**src/rtl/cp0_pkg.sv**
```systemverilog
// rtl/cp0_pkg.sv - CP0 register numbers, field positions, Status/Cause layouts and exception codes
package cp0_pkg;

  localparam logic [4:0] CP0_BADVADDR = 5'd8;
  localparam logic [4:0] CP0_COUNT    = 5'd9;
  localparam logic [4:0] CP0_COMPARE  = 5'd11;
  localparam logic [4:0] CP0_STATUS   = 5'd12;
  localparam logic [4:0] CP0_CAUSE    = 5'd13;
  localparam logic [4:0] CP0_EPC      = 5'd14;

  localparam int STATUS_IE     = 0;
  localparam int STATUS_EXL    = 1;
  localparam int STATUS_IM_LO  = 8;
  localparam int STATUS_BEV    = 22;
  localparam int CAUSE_EXC_LO  = 2;
  localparam int CAUSE_IP_LO   = 8;
  localparam int CAUSE_BD      = 31;

  typedef struct packed {
    logic [8:0] rsvd_31_23;
    logic       bev;
    logic [5:0] rsvd_21_16;
    logic [7:0] im;
    logic [5:0] rsvd_7_2;
    logic       exl;
    logic       ie;
  } cp0_status_t;

  typedef struct packed {
    logic        bd;
    logic [14:0] rsvd_30_16;
    logic [7:0]  ip;
    logic        rsvd_7;
    logic [4:0]  exc_code;
    logic [1:0]  rsvd_1_0;
  } cp0_cause_t;

  localparam logic [4:0] EXC_INT  = 5'h00;
  localparam logic [4:0] EXC_ADEL = 5'h04;
  localparam logic [4:0] EXC_ADES = 5'h05;
  localparam logic [4:0] EXC_SYS  = 5'h08;
  localparam logic [4:0] EXC_BP   = 5'h09;
  localparam logic [4:0] EXC_RI   = 5'h0a;
  localparam logic [4:0] EXC_OV   = 5'h0c;

endpackage

```
**src/rtl/cp0_irq_ctrl_if.sv**
```systemverilog
// rtl/cp0_irq_ctrl_if.sv - pipeline/exception-unit side bundle of the CP0 block
interface cp0_irq_ctrl_if;
  logic        mem_stall;
  logic [5:0]  hw_int;
  logic        cp0_wen;
  logic [4:0]  cp0_waddr;
  logic [31:0] cp0_wdata;
  logic [4:0]  cp0_raddr;
  logic [31:0] cp0_rdata;
  logic        exp_en;
  logic        exl_clean;
  logic [4:0]  exp_code;
  logic [31:0] exp_epc;
  logic        exp_bd;
  logic [31:0] exp_bad_vaddr;
  logic        exp_bad_vaddr_wen;
  logic [31:0] epc_address;
  logic        allow_interrupt;
  logic [7:0]  interrupt_flag;

  modport master (
    output mem_stall, hw_int, cp0_wen, cp0_waddr, cp0_wdata, cp0_raddr,
           exp_en, exl_clean, exp_code, exp_epc, exp_bd, exp_bad_vaddr, exp_bad_vaddr_wen,
    input  cp0_rdata, epc_address, allow_interrupt, interrupt_flag
  );

  modport slave (
    input  mem_stall, hw_int, cp0_wen, cp0_waddr, cp0_wdata, cp0_raddr,
           exp_en, exl_clean, exp_code, exp_epc, exp_bd, exp_bad_vaddr, exp_bad_vaddr_wen,
    output cp0_rdata, epc_address, allow_interrupt, interrupt_flag
  );
endinterface

```
**src/rtl/cp0_int_sync.sv**
```systemverilog
// rtl/cp0_int_sync.sv - SYNC_STAGES-deep synchroniser for the six external interrupt levels
module cp0_int_sync #(
  parameter int SYNC_STAGES = 2
) (
  input  logic       clk,
  input  logic       rst_n,
  input  logic [5:0] hw_int,
  output logic [5:0] hw_int_sync
);
  logic [5:0] stage_q [SYNC_STAGES];

  always_ff @(posedge clk or negedge rst_n) begin
    if (!rst_n) begin
      for (int i = 0; i < SYNC_STAGES; i++) stage_q[i] <= '0;
    end else begin
      stage_q[0] <= hw_int;
      for (int i = 1; i < SYNC_STAGES; i++) stage_q[i] <= stage_q[i-1];
    end
  end

  assign hw_int_sync = stage_q[SYNC_STAGES-1];
endmodule

```
**src/rtl/cp0_irq_ctrl.sv**
```systemverilog
// rtl/cp0_irq_ctrl.sv - CP0 register file and interrupt controller beside the MEM/WB boundary
// Count/Compare timer is present only when CP0_TIMER_IRQ_EN is defined.
module cp0_irq_ctrl
  import cp0_pkg::*;
#(
  parameter int          SYNC_STAGES = 2,
  parameter logic [31:0] STATUS_RST  = 32'h0040_0000
) (
  input  logic          clk,
  input  logic          rst_n,
  cp0_irq_ctrl_if.slave bus
);
  cp0_status_t status_q;
  cp0_cause_t  cause;
  logic [31:0] epc_q;
  logic [31:0] badvaddr_q;
  logic        bd_q;
  logic [4:0]  exc_code_q;
  logic [1:0]  ip_sw_q;
  logic [5:0]  ip_hw_q;
  logic [5:0]  hw_int_sync;
  logic        commit;
  logic        mtc0;
  logic        exc;
  logic        eret;
  logic        timer_int;
  logic [31:0] count_q;
  logic [31:0] compare_q;

  assign commit = ~bus.mem_stall;
  assign mtc0   = bus.cp0_wen & commit;
  assign exc    = bus.exp_en & commit;
  assign eret   = bus.exl_clean & ~bus.exp_en & commit;

  cp0_int_sync #(.SYNC_STAGES(SYNC_STAGES)) u_int_sync (
    .clk         (clk),
    .rst_n       (rst_n),
    .hw_int      (bus.hw_int),
    .hw_int_sync (hw_int_sync)
  );

  // Exception/ERET assignments come last so they override a same-cycle MTC0.
  always_ff @(posedge clk or negedge rst_n) begin
    if (!rst_n) begin
      status_q <= cp0_status_t'(STATUS_RST);
    end else begin
      if (mtc0 && bus.cp0_waddr == CP0_STATUS) begin
        status_q.im  <= bus.cp0_wdata[STATUS_IM_LO +: 8];
        status_q.exl <= bus.cp0_wdata[STATUS_EXL];
        status_q.ie  <= bus.cp0_wdata[STATUS_IE];
      end
      if (exc) status_q.exl <= 1'b1;
      else if (eret) status_q.exl <= 1'b0;
    end
  end

  always_ff @(posedge clk or negedge rst_n) begin
    if (!rst_n) begin
      bd_q       <= 1'b0;
      exc_code_q <= '0;
      ip_sw_q    <= '0;
      ip_hw_q    <= '0;
      epc_q      <= '0;
      badvaddr_q <= '0;
    end else if (commit) begin
      ip_hw_q <= hw_int_sync;
      if (mtc0 && bus.cp0_waddr == CP0_CAUSE) ip_sw_q <= bus.cp0_wdata[CAUSE_IP_LO +: 2];
      if (mtc0 && bus.cp0_waddr == CP0_EPC) epc_q <= bus.cp0_wdata;
      if (exc) begin
        bd_q       <= bus.exp_bd;
        exc_code_q <= bus.exp_code;
        epc_q      <= bus.exp_epc;
        if (bus.exp_bad_vaddr_wen) badvaddr_q <= bus.exp_bad_vaddr;
      end
    end
  end

`ifdef CP0_TIMER_IRQ_EN
  logic        tick_q;
  logic        timer_int_q;
  logic        wr_count;
  logic        wr_compare;
  logic        count_we;
  logic [31:0] count_nxt;

  assign wr_count   = mtc0 && bus.cp0_waddr == CP0_COUNT;
  assign wr_compare = mtc0 && bus.cp0_waddr == CP0_COMPARE;

  // Count advances on alternate cycles regardless of mem_stall.
  always_comb begin
    count_we  = 1'b0;
    count_nxt = count_q;
    if (wr_count) begin
      count_we  = 1'b1;
      count_nxt = bus.cp0_wdata;
    end else if (tick_q) begin
      count_we  = 1'b1;
      count_nxt = count_q + 32'd1;
    end
  end

  always_ff @(posedge clk or negedge rst_n) begin
    if (!rst_n) begin
      tick_q      <= 1'b0;
      count_q     <= '0;
      compare_q   <= '0;
      timer_int_q <= 1'b0;
    end else begin
      tick_q <= wr_count ? 1'b0 : ~tick_q;
      if (count_we) count_q <= count_nxt;
      if (wr_compare) compare_q <= bus.cp0_wdata;
      if (wr_compare) timer_int_q <= 1'b0;
      else if (count_we && count_nxt == compare_q) timer_int_q <= 1'b1;
    end
  end

  assign timer_int = timer_int_q;
`else
  assign count_q   = '0;
  assign compare_q = '0;
  assign timer_int = 1'b0;
`endif

  always_comb begin
    cause          = '0;
    cause.bd       = bd_q;
    cause.ip       = {ip_hw_q[5] | timer_int, ip_hw_q[4:0], ip_sw_q};
    cause.exc_code = exc_code_q;
  end

  always_comb begin
    case (bus.cp0_raddr)
      CP0_BADVADDR: bus.cp0_rdata = badvaddr_q;
      CP0_COUNT:    bus.cp0_rdata = count_q;
      CP0_COMPARE:  bus.cp0_rdata = compare_q;
      CP0_STATUS:   bus.cp0_rdata = status_q;
      CP0_CAUSE:    bus.cp0_rdata = cause;
      CP0_EPC:      bus.cp0_rdata = epc_q;
      default:      bus.cp0_rdata = '0;
    endcase
  end

  assign bus.epc_address     = epc_q;
  assign bus.allow_interrupt = status_q.ie & ~status_q.exl;
  assign bus.interrupt_flag  = cause.ip & status_q.im;
endmodule
```
**src/flat_wrapper.sv**
```systemverilog
// flat-port wrapper written by rule: the top's interface ports become plain ports
module cp0_irq_ctrl_flat import cp0_pkg::*;
#(
  parameter int          SYNC_STAGES = 2,
  parameter logic [31:0] STATUS_RST  = 32'h0040_0000
)
  (clk, rst_n, bus_mem_stall, bus_hw_int, bus_cp0_wen, bus_cp0_waddr, bus_cp0_wdata, bus_cp0_raddr, bus_exp_en, bus_exl_clean, bus_exp_code, bus_exp_epc, bus_exp_bd, bus_exp_bad_vaddr, bus_exp_bad_vaddr_wen, bus_cp0_rdata, bus_epc_address, bus_allow_interrupt, bus_interrupt_flag);
  cp0_irq_ctrl_if bus_i ();
  input  logic clk;
  input  logic rst_n;
  input wire logic [$bits(bus_i.mem_stall)-1:0] bus_mem_stall;
  input wire logic [$bits(bus_i.hw_int)-1:0] bus_hw_int;
  input wire logic [$bits(bus_i.cp0_wen)-1:0] bus_cp0_wen;
  input wire logic [$bits(bus_i.cp0_waddr)-1:0] bus_cp0_waddr;
  input wire logic [$bits(bus_i.cp0_wdata)-1:0] bus_cp0_wdata;
  input wire logic [$bits(bus_i.cp0_raddr)-1:0] bus_cp0_raddr;
  input wire logic [$bits(bus_i.exp_en)-1:0] bus_exp_en;
  input wire logic [$bits(bus_i.exl_clean)-1:0] bus_exl_clean;
  input wire logic [$bits(bus_i.exp_code)-1:0] bus_exp_code;
  input wire logic [$bits(bus_i.exp_epc)-1:0] bus_exp_epc;
  input wire logic [$bits(bus_i.exp_bd)-1:0] bus_exp_bd;
  input wire logic [$bits(bus_i.exp_bad_vaddr)-1:0] bus_exp_bad_vaddr;
  input wire logic [$bits(bus_i.exp_bad_vaddr_wen)-1:0] bus_exp_bad_vaddr_wen;
  output wire logic [$bits(bus_i.cp0_rdata)-1:0] bus_cp0_rdata;
  output wire logic [$bits(bus_i.epc_address)-1:0] bus_epc_address;
  output wire logic [$bits(bus_i.allow_interrupt)-1:0] bus_allow_interrupt;
  output wire logic [$bits(bus_i.interrupt_flag)-1:0] bus_interrupt_flag;
  assign bus_i.mem_stall = bus_mem_stall;
  assign bus_i.hw_int = bus_hw_int;
  assign bus_i.cp0_wen = bus_cp0_wen;
  assign bus_i.cp0_waddr = bus_cp0_waddr;
  assign bus_i.cp0_wdata = bus_cp0_wdata;
  assign bus_i.cp0_raddr = bus_cp0_raddr;
  assign bus_i.exp_en = bus_exp_en;
  assign bus_i.exl_clean = bus_exl_clean;
  assign bus_i.exp_code = bus_exp_code;
  assign bus_i.exp_epc = bus_exp_epc;
  assign bus_i.exp_bd = bus_exp_bd;
  assign bus_i.exp_bad_vaddr = bus_exp_bad_vaddr;
  assign bus_i.exp_bad_vaddr_wen = bus_exp_bad_vaddr_wen;
  assign bus_cp0_rdata = bus_i.cp0_rdata;
  assign bus_epc_address = bus_i.epc_address;
  assign bus_allow_interrupt = bus_i.allow_interrupt;
  assign bus_interrupt_flag = bus_i.interrupt_flag;
  cp0_irq_ctrl #(.SYNC_STAGES(SYNC_STAGES), .STATUS_RST(STATUS_RST)) u_core (.clk(clk), .rst_n(rst_n), .bus(bus_i));
endmodule
```
**config.mk**
```make
export PLATFORM = sky130hd
export DESIGN_NAME = cp0_irq_ctrl_flat
export DESIGN_NICKNAME = d
export VERILOG_FILES = /design/src/rtl/cp0_pkg.sv /design/src/rtl/cp0_irq_ctrl_if.sv /design/src/rtl/cp0_int_sync.sv /design/src/rtl/cp0_irq_ctrl.sv /design/src/flat_wrapper.sv
export SDC_FILE = /design/constraint.sdc
export NUM_CORES = 1
export LEC_CHECK = 0
export BUFFER_PORTS_ARGS = -buffer_cell sky130_fd_sc_hd__buf_2
export CAP_MARGIN = 30
export CORE_AREA = 2 2 103 105
export CTS_BUF_LIST = sky130_fd_sc_hd__clkbuf_8 sky130_fd_sc_hd__clkbuf_16
export DETAILED_ROUTE_END_ITERATION = 7
export DIE_AREA = 0 0 105 107
export PLACE_DENSITY = 0.78
export RECOVER_POWER = 50
export SYNTH_ARGS = -nofsm -noshare
export SYNTH_HDL_FRONTEND = slang
export SYNTH_SLANG_ARGS = --single-unit
```
**constraint.sdc**
```tcl
create_clock -name clk -period 2.8 [get_ports clk]
set_input_delay 0.7 -clock clk [delete_from_list [all_inputs] [get_ports clk]]
set_output_delay 0.7 -clock clk [all_outputs]
set_load 0.03 [all_outputs]
```
==> summary.txt <==
Die
  • Die X: 105 um
  • Starting density of the core: 46.7%
  • Row cnt: 37
  • Core Area: 10100 um2
  • IO Pins: 198
  • Die area: 11200 um2
  • Die H: 107 um

Place
  • Port bufs: 197
  • Final HPWL DP: 10600 um
  • Setup WS pre-CTS: 0.250 ns
  • GP Congestion: 0.861

Run status
  • Run status: finished clean

Pwr
  • Design Power: 3330 uW
  • VDD IR max: 0.000299 V
  • Leakage power: 0.00290 uW
  • Pwr Density: 552 nW/um2

Timing
  • Max_slew headroom: 25.6%
  • Crit path time final: 2.56 ns
  • RSZ-0062 raised after global routing: no
  • Worst setup margin: 0.238 ns
  • Slew Limit Fails: 0
  • Total negative setup slack: 0 ns
  • Period utilization: 91.5%
  • Setup-failing EPs final: 0
  • Endpoints failing hold: 0
  • Fmax achieved: 390 MHz
  • Clk_skew: 0.00878 ns
  • Slew @ Worst Pin: 1.12 ns

Route
  • Overall routed net length: 13900 um
  • DR vias: 4267
  • Vias per cell: 5.56
  • Final antenna-violating net count: 0
  • Wire per inst: 18.1 um
  • Iter 0 DRT Violations: 271
  • DRC: 0
  • First-pass detailed-route iteration total: 5

Yosys
  • Synth Register Bits: 100
  • Net Count, Synth: 563
  • Top area cells in the synthesized netlist: dfrtp_1 53%, mux2_1 8.1%, nand3_1 6.8%
  • Avg Cell Area, Syn: 10.8 um2
  • Synth top area share: 53.1%
  • Yosys top cell by area: dfrtp_1
  • Synth Cell Area: 4710 um2
  • Post-synth cell types: 31
  • Register area share after synthesis: 53.1%
  • Ys Warns: 22
  • Mapped Cells: 438

CTS
  • CTS buffer count: 9
  • Post-CTS Resized: 0
  • Hold buffer count at cts: 0
  • CTS root buf: clkbuf_8
  • Clock sinks: 100
  • Clock tree buffer depth: 2
  • TritonCTS clock tree: done
  • Post-CTS Setup Bufs: 0
  • Clk_lat worst skew: 0.34 ns
  • H-tree depth: 3
  • Clock Pin Slew Worst Setup and Hold Paths: 0.09 ns

Worst setup path
  • R2r worst-path depth: 1
  • Crit. End Element: primary output
  • Crit path kind: in -> out
  • Critical R2R Capture: u_core.badvaddr_q[17]
  • Critical R2R Launch: u_core.badvaddr_q[17]
  • WP data arrival: 1.86 ns
  • CP max FO: 24
  • Req. time, crit path: 2.10 ns
  • Flop2flop setup slack: 1.97 ns
  • Crit path launch type: input port

Worst hold path
  • Hold Path Stages: 0
  • Hold path start: u_core.u_int_sync.stage_q[10]
  • Hold Path Class: reg -> reg
  • Worst Hold End: u_core.u_int_sync.hw_int_sync[4]

Run
  • MaxCap Viol Count: 0

Layout
  • ANT cells: 0
  • Fraction of layout cells with a size suffix above 1: 38.1%
  • Fin util: 59.8%
  • Final nets: 753
  • Commonest non-fill, non-tap cells in the layout: 185 x buf_2, 100 x dfrtp_1, 64 x nand3_1
  • Fill count: 877
  • Commonest non-fill, non-tap cell in the layout: buf_2
  • Area growth syn-to-layout: 28.1%

Global route
  • Largest net degree at the start of global routing: 53
  • GRT Util Overall: 25.0%
  • Global route total overflow: 0
  • Initial antenna violation count: 0
  • Global-route wire length before repair: 22100 um
  • Vias in the first global route: 4500
## sequential cells by signal, summed over array words and instances (netlist names)
register,count
u_core.bus.epc_address,32
u_core.status_q,10
u_core.exc_code_q,5
u_core.ip_sw_q,2
u_core.u_int_sync.hw_int_sync,6
u_core.badvaddr_q,32
u_core.ip_hw_q,6
u_core.u_int_sync.stage_q,6
u_core.bd_q,1
## synthesized netlist by cell type, drive strengths merged
master	n
and3b	1
a221o	8
a31oi	32
o211ai	1
buf	24
nand3	64
nand2b	2
a22o	16
nor2b	3
nor4b	1
dfrtp	100
nor2	33
and3	8
nand4bb	1
and2	12
nand3b	1
nand4	9
o21ai	32
nor4bb	2
nand2	21
nor3b	1
and4bb	1
clkbuf	16
mux2	49
## worst max-delay path by stage
| stage | startpoint | endpoint | slack [ns] | cells past startpoint |
|---|---|---|---|---|
| after global routing | bus_cp0_raddr[0] | bus_cp0_rdata[0] | 0.16 | 5 |
| final | bus_cp0_raddr[0] | bus_cp0_rdata[0] | 0.24 | 5 |
| after CTS | bus_cp0_raddr[0] | bus_cp0_rdata[31] | 0.25 | 5 |
| after floorplan | bus_cp0_raddr[3] | bus_cp0_rdata[0] | 0.20 | 6 |
| after global placement | bus_cp0_raddr[3] | bus_cp0_rdata[0] | 0.28 | 6 |
| after detailed placement | bus_cp0_raddr[4] | bus_cp0_rdata[0] | 0.25 | 5 |
## cell type report
class / count / area (um2) / share of cell area [%]
repair buffers: 219 / 1170 / 19.4
flip-flops and latches: 100 / 2500 / 41.5
clock inverters: 5 / 37.5 / 0.622
clock buffers: 10 / 138 / 2.28
well taps: 136 / 170 / 2.82
multi-input cells: 298 / 2020 / 33.5
## cell families (layout without fill, tap and decap cells)
| kind of cell | after synthesis | count (layout) | synth area share [%] |
|---|---|---|---|
| AND/OR/NAND/NOR | 160 | 160 | 17.5 |
| buffers and inverters | 40 | 234 | 4.52 |
| AO/OA/AOI/OAI | 89 | 89 | 12.5 |
| flip-flops | 100 | 100 | 53.1 |
| multiplexers | 49 | 49 | 12.4 |
## where the power goes
part           total (uW)  internal, uW  switching (uW)
combinational         719           285             433
sequential           1780          1640             140
clock                 828           348             479
## routing by layer
layer  up-vias  share of wire (%)  GRT usage [%]
met2       201                 51           44.6
met4         0                3.1           11.2
met3        39                6.2           4.44
met5         -                  0              0
met1      2050                 40           29.4
li1       1977                  -              -
## stage by stage
stage | hold slack [ns] | std cells | cell area (um2)
5_1_grt | 0.359 | 768 | 6040
2_1_floorplan | 0.331 | 438 | 4710
3_5_place_dp | 0.336 | 753 | 5880
3_3_place_gp | 0.332 | 753 | 5880
6_report | 0.356 | 768 | 6040
4_1_cts | 0.210 | 768 | 6060
## critical path, stage by stage
cell,delay (ns)
buf_2,0.11
and4bb_1,0.29
and2_4,0.35
a221o_1,0.21
buf_2,0.19
No activity file was read; power rests on OpenSTA's default activity.
